[config.mk]
export PLATFORM = sky130hd
export DESIGN_NAME = pc_unit
export DESIGN_NICKNAME = d
export VERILOG_FILES = /design/src/rtl/pc_unit.sv
export SDC_FILE = /design/constraint.sdc
export NUM_CORES = 1
export LEC_CHECK = 0
export CAP_MARGIN = 20
export CORE_MARGIN = 2
export CORE_UTILIZATION = 40
export DETAILED_ROUTE_END_ITERATION = 6
export GPL_ROUTABILITY_DRIVEN = 0
export PLACE_DENSITY_LB_ADDON = 0.2
export RECOVER_POWER = 25
export SLEW_MARGIN = 20
export SYNTH_ARGS = -nofsm -noshare
export SYNTH_HDL_FRONTEND = slang
export SYNTH_SLANG_ARGS = --single-unit
export TNS_END_PERCENT = 5
[constraint.sdc]
create_clock -name clk -period 3.85 [get_ports clk]
set_clock_uncertainty 0.1 [all_clocks]
set_input_delay 0.385 -clock clk [delete_from_list [all_inputs] [get_ports clk]]
set_output_delay 0.385 -clock clk [all_outputs]
set_load 0.01 [all_outputs]
[src/rtl/pc_unit.sv]
// pc_unit: program counter with branch redirect, return-address stack and
// exception entry/return.
//
// Next-PC priority (highest first): exc_req, eret, redirect_valid, ret,
// stall, sequential advance.
//
// Ports
//   clk            in   rising-edge clock
//   rst_n          in   asynchronous active-low reset
//   stall          in   hold PC; suppress sequential advance, call push and ret
//   redirect_valid in   load redirect_pc
//   redirect_pc    in   redirect target
//   call           in   with redirect_valid and no stall: push pc_plus on the RAS
//   ret            in   pop the RAS and jump to the popped address
//   exc_req        in   jump to EXC_VEC and save the current PC in epc
//   eret           in   jump back to epc
//   pc_out         out  current PC (registered)
//   pc_plus        out  pc_out + INC, modulo 2^WIDTH
//   epc            out  saved exception PC (registered)
//   ras_empty      out  RAS holds no entries
//   ras_full       out  RAS holds RAS_DEPTH entries
//   ret_err        out  one-cycle pulse: ret taken with an empty RAS
module pc_unit #(
  parameter int unsigned      WIDTH     = 32,
  parameter logic [WIDTH-1:0] RESET_VEC = '0,
  parameter logic [WIDTH-1:0] EXC_VEC   = WIDTH'(32'h0000_0080),
  parameter logic [WIDTH-1:0] INC       = WIDTH'(32'd4),
  parameter int unsigned      RAS_DEPTH = 4
) (
  input  logic             clk,
  input  logic             rst_n,
  input  logic             stall,
  input  logic             redirect_valid,
  input  logic [WIDTH-1:0] redirect_pc,
  input  logic             call,
  input  logic             ret,
  input  logic             exc_req,
  input  logic             eret,
  output logic [WIDTH-1:0] pc_out,
  output logic [WIDTH-1:0] pc_plus,
  output logic [WIDTH-1:0] epc,
  output logic             ras_empty,
  output logic             ras_full,
  output logic             ret_err
);

  localparam int unsigned PW = $clog2(RAS_DEPTH);
  localparam int unsigned CW = $clog2(RAS_DEPTH + 1);
  localparam logic [PW-1:0] PTR_LAST = PW'(RAS_DEPTH - 1);
  localparam logic [CW-1:0] CNT_FULL = CW'(RAS_DEPTH);

  logic [WIDTH-1:0] pc_q, pc_d;
  logic [WIDTH-1:0] epc_q, epc_d;
  // top_q is the next write slot; the newest entry sits one below it.
  logic [PW-1:0]    top_q, top_d;
  logic [CW-1:0]    cnt_q, cnt_d;
  logic             ret_err_q, ret_err_d;
  logic [WIDTH-1:0] ras_mem [RAS_DEPTH];

  logic [PW-1:0]    top_inc_s;
  logic [PW-1:0]    top_dec_s;
  logic             push_s;
  logic [WIDTH-1:0] pc_plus_s;

  assign pc_plus_s = pc_q + INC;

  // Circular pointer neighbours, explicit wrap so non-power-of-two depths work.
  always_comb begin
    top_inc_s = (top_q == PTR_LAST) ? '0 : top_q + PW'(1);
    top_dec_s = (top_q == '0) ? PTR_LAST : top_q - PW'(1);
  end

  // Next-state selection in strict priority order.
  always_comb begin
    pc_d      = pc_q;
    epc_d     = epc_q;
    top_d     = top_q;
    cnt_d     = cnt_q;
    ret_err_d = 1'b0;
    push_s    = 1'b0;
    if (exc_req) begin
      pc_d  = EXC_VEC;
      epc_d = pc_q;
    end else if (eret) begin
      pc_d = epc_q;
    end else if (redirect_valid) begin
      pc_d = redirect_pc;
      if (call && !stall) begin
        // When full, the write slot is the oldest entry: overwrite it and
        // keep the count saturated.
        push_s = 1'b1;
        top_d  = top_inc_s;
        cnt_d  = (cnt_q == CNT_FULL) ? cnt_q : cnt_q + CW'(1);
      end else begin
        push_s = 1'b0;
      end
    end else if (ret && !stall) begin
      if (cnt_q != '0) begin
        pc_d  = ras_mem[top_dec_s];
        top_d = top_dec_s;
        cnt_d = cnt_q - CW'(1);
      end else begin
        pc_d      = pc_plus_s;
        ret_err_d = 1'b1;
      end
    end else if (stall) begin
      pc_d = pc_q;
    end else begin
      pc_d = pc_plus_s;
    end
  end

  // Architectural state registers.
  always_ff @(posedge clk or negedge rst_n) begin
    if (!rst_n) begin
      pc_q      <= RESET_VEC;
      epc_q     <= '0;
      top_q     <= '0;
      cnt_q     <= '0;
      ret_err_q <= 1'b0;
    end else begin
      pc_q      <= pc_d;
      epc_q     <= epc_d;
      top_q     <= top_d;
      cnt_q     <= cnt_d;
      ret_err_q <= ret_err_d;
    end
  end

  // RAS entry storage; slots above the count are never read, so no reset.
  always_ff @(posedge clk) begin
    if (push_s) begin
      ras_mem[top_q] <= pc_plus_s;
    end
  end

  assign pc_out    = pc_q;
  assign pc_plus   = pc_plus_s;
  assign epc       = epc_q;
  assign ras_empty = (cnt_q == '0);
  assign ras_full  = (cnt_q == CNT_FULL);
  assign ret_err   = ret_err_q;

endmodule

==> flow_summary.yaml <==
sta:
  slew_violations: 136
  fin_crit_ps: 3780
  clock.fmax_mhz: 264
  rsz0062_at_grt: "yes"
  period_share: 0.983
  finalSetupViolations: 0
  slew_headroom: -0.325
  hold_violations: 0
  worst_pin_slew_ps: 1990
logic_synthesis:
  avgSynthCellArea_um2: 13.4
  synth_edf_count: 128
  ys_ff_latch: 198
  synth_warnings: 0
  syn_area_um2: 9050
  ys_types: 62
  synth_ff_type: "edfxtp_1"
  synth_nets: 720
  syn_inst: 674
  async_reset_ff_frac: 0.354
  yosysSeqAreaShare: 0.618
power:
  switching_power_mw: 1.82
  p_leak_nw: 4.16
  share_comb_of_total_power: 0.286
  vdd_drop_max_v: 0.000292
  power_frac_seq: 0.421
  clkPwrFrac: 0.292
  p_int_mw: 4.17
  netSwitchingFraction: 0.303
  power_density_nw_per_um2: 522
final_layout:
  diodes: 0
  layout.nets: 865
  syn_to_final_growth_pct: 26.8
  drive_gt1_frac: 0.179
  layout_common_cells: "135 x clkdlybuf4s50_1, 128 x edfxtp_1, 70 x dfrtp_1, 57 x nand2_1, 40 x o21ai_0"
  fill_cells: 1919
  final_common_cell: "clkdlybuf4s50_1"
  design_area_um2: 11500
  fin_util: 0.512
die:
  io_pins: 139
  die-height_um: 154
  core_um2: 22400
  die_w_um: 154
  initial_core_util: 0.404
  die-area_um2: 23900
  rows: 55
routing:
  drc: 0
  wirelength_um: 26600
  num_vias: 6580
  ant_nets: 0
  drtPass1Iterations: 5
  routedWlPerCell_um: 23.8
  vias_per_cell: 5.89
  drt_iter0_markers: 723
cts:
  cts_buffers: 17
  cts.sinks: 198
  clock_latency_ps: 440
  clk_path_buf_depth: 2
  htreeDepth: 4
  clockRootBuffer: "clkbuf_16"
  path_clk_slew_ps: 70
  cts_tree: "yes"
run_status:
  violations: "capacitance limit, slew limit"
  status: "finished with violations"
global_routing:
  grt_start_max_net_pins: 71
  grt_overflow: 0
  grt_pass1_wl_um: 40100
  antenna_found_initial: 0
  grt.total_usage: 0.229
  grt_pass1_vias: 6506
setup_path:
  rr_startpoint: "top_q[0]"
  crit_type: "reg -> out"
  cp-startpoint: "pc_out[9]"
  end_kind: "output pin"
  startpoint_type: "flip-flop"
  crit_fanout: 19
  critPathArrivalTime_ps: 3300
  cp.required_ps: 3370
placed_design:
  portBuffers: 138
  dp_hpwl_um: 18200
  placement.cell_area_um2: 10900
worst_hold_path:
  hold_path_class: "reg -> reg"
  min_from: "epc[1]"
job:
  maxCapViolations: 2
-- cell type report --
type	instances	area, µm²	area share
clock buffer	17	425	0.0371
clock inverter	15	146	0.0128
inverter	20	75.1	0.00654
multi-input combinational	411	3250	0.283
sequential	198	5600	0.488
tap	285	357	0.0311
timing repair buffer	171	1630	0.142
-- per-layer routing --
| metal | track usage | part of all wire | vias up | wire length, µm |
|---|---|---|---|---|
| met5 | 0 | 0 | - | 0 |
| met4 | 0.0864 | 0.026 | 0 | 696 |
| met3 | 0.0490 | 0.083 | 38 | 2200 |
| met2 | 0.347 | 0.46 | 305 | 12300 |
| met1 | 0.326 | 0.43 | 3344 | 11400 |
| li1 | - | - | 2893 | - |
-- critical path: stages (launching register included) --
cell	delay (ps)
dfrtp_1	510
nand4_4	170
or4_4	710
or4_4	570
xnor2_2	260
clkdlybuf4s50_1	630
-- through the flow --
stage	power [mW]	instances	hold WS [ps]	TNS, ps	worst slack [ps]
6_report	5.99	1117	425	0	65.1
5_1_grt	6.25	1117	447	-26.0	-26.0
4_1_cts	6.03	1116	53.8	0	55.0
3_5_place_dp	4.29	1084	404	0	465
3_3_place_gp	4.25	1084	388	0	569
2_1_floorplan	3.58	674	-10.6	0	1180
-- synth_stat cells (3+ instances only) --
cell type,instances,area share
nand2_1,57,0.024
o31a_1,4,0.0039
a221oi_1,6,0.0058
nor4_1,16,0.011
xnor2_1,15,0.015
ha_1,5,0.0069
dfrtp_1,70,0.19
a2111oi_0,4,0.0039
edfxtp_1,128,0.42
buf_1,6,0.0025
a211oi_1,5,0.0041
a22oi_1,12,0.010
o22ai_1,6,0.0041
nand3_1,12,0.0066
nand4_1,6,0.0041
a221o_1,6,0.0066
or3_1,5,0.0035
mux4_2,32,0.080
a21oi_1,35,0.019
clkbuf_1,32,0.013
a2bb2oi_1,3,0.0029
and2_1,5,0.0035
inv_1,19,0.0079
and3_1,6,0.0041
nor2b_1,5,0.0035
buf_2,4,0.0022
o21ai_0,40,0.022
nor2_1,22,0.0091
or4_1,3,0.0025
nand2b_1,4,0.0028
xor2_1,7,0.0068
or2_2,8,0.0055
o211ai_1,4,0.0033
and4_1,3,0.0029
nor3_1,15,0.0083
mux2_2,26,0.032
-- cell families after synthesis --
group           share of synthesized area
mux                                 0.113
simple gates                       0.0987
buf+inv                            0.0292
flops                               0.618
compound gates                      0.109
fa+ha+maj                         0.00912
xor+xnor                           0.0231
-- power groups by stage --
| stage | clock network, mW | logic, mW | registers (mW) |
|---|---|---|---|
| finish | 1.75 | 1.72 | 2.52 |
| global route | 1.87 | 1.84 | 2.54 |
| CTS | 1.77 | 1.73 | 2.52 |
| detailed placement | 0 | 1.73 | 2.56 |
| global placement | 0 | 1.70 | 2.55 |
| floorplan | 0 | 1.03 | 2.55 |
-- sequential cells by signal, indices dropped and copies added, names as in the netlist --
signal	count
cnt_q	3
ras_mem	128
top_q	2
ret_err	1
pc_out	32
epc	32
-- repair_timing --
item | CTS | global route
setup endpoints to repair | 1 | 6
hold buffers | 0 | 1
endpoints found under the hold margin | 0 | 70
resized for setup | 2 | 5
buffers inserted | 0 | 0
pin swaps | 0 | 0
-- final timing paths --
kind | end | slack [ps] | cells after the start
max | pc_plus[27] | 70 | 5
min | pc_out[1] | 430 | 2
max reg2reg | pc_out[15] | 1010 | 8
min reg2reg | pc_out[1] | 430 | 2
max in group asynchronous | pc_out[28] | 1530 | 2
min in group asynchronous | epc[13] | 940 | 2
(Power assumes the default switching activity.)
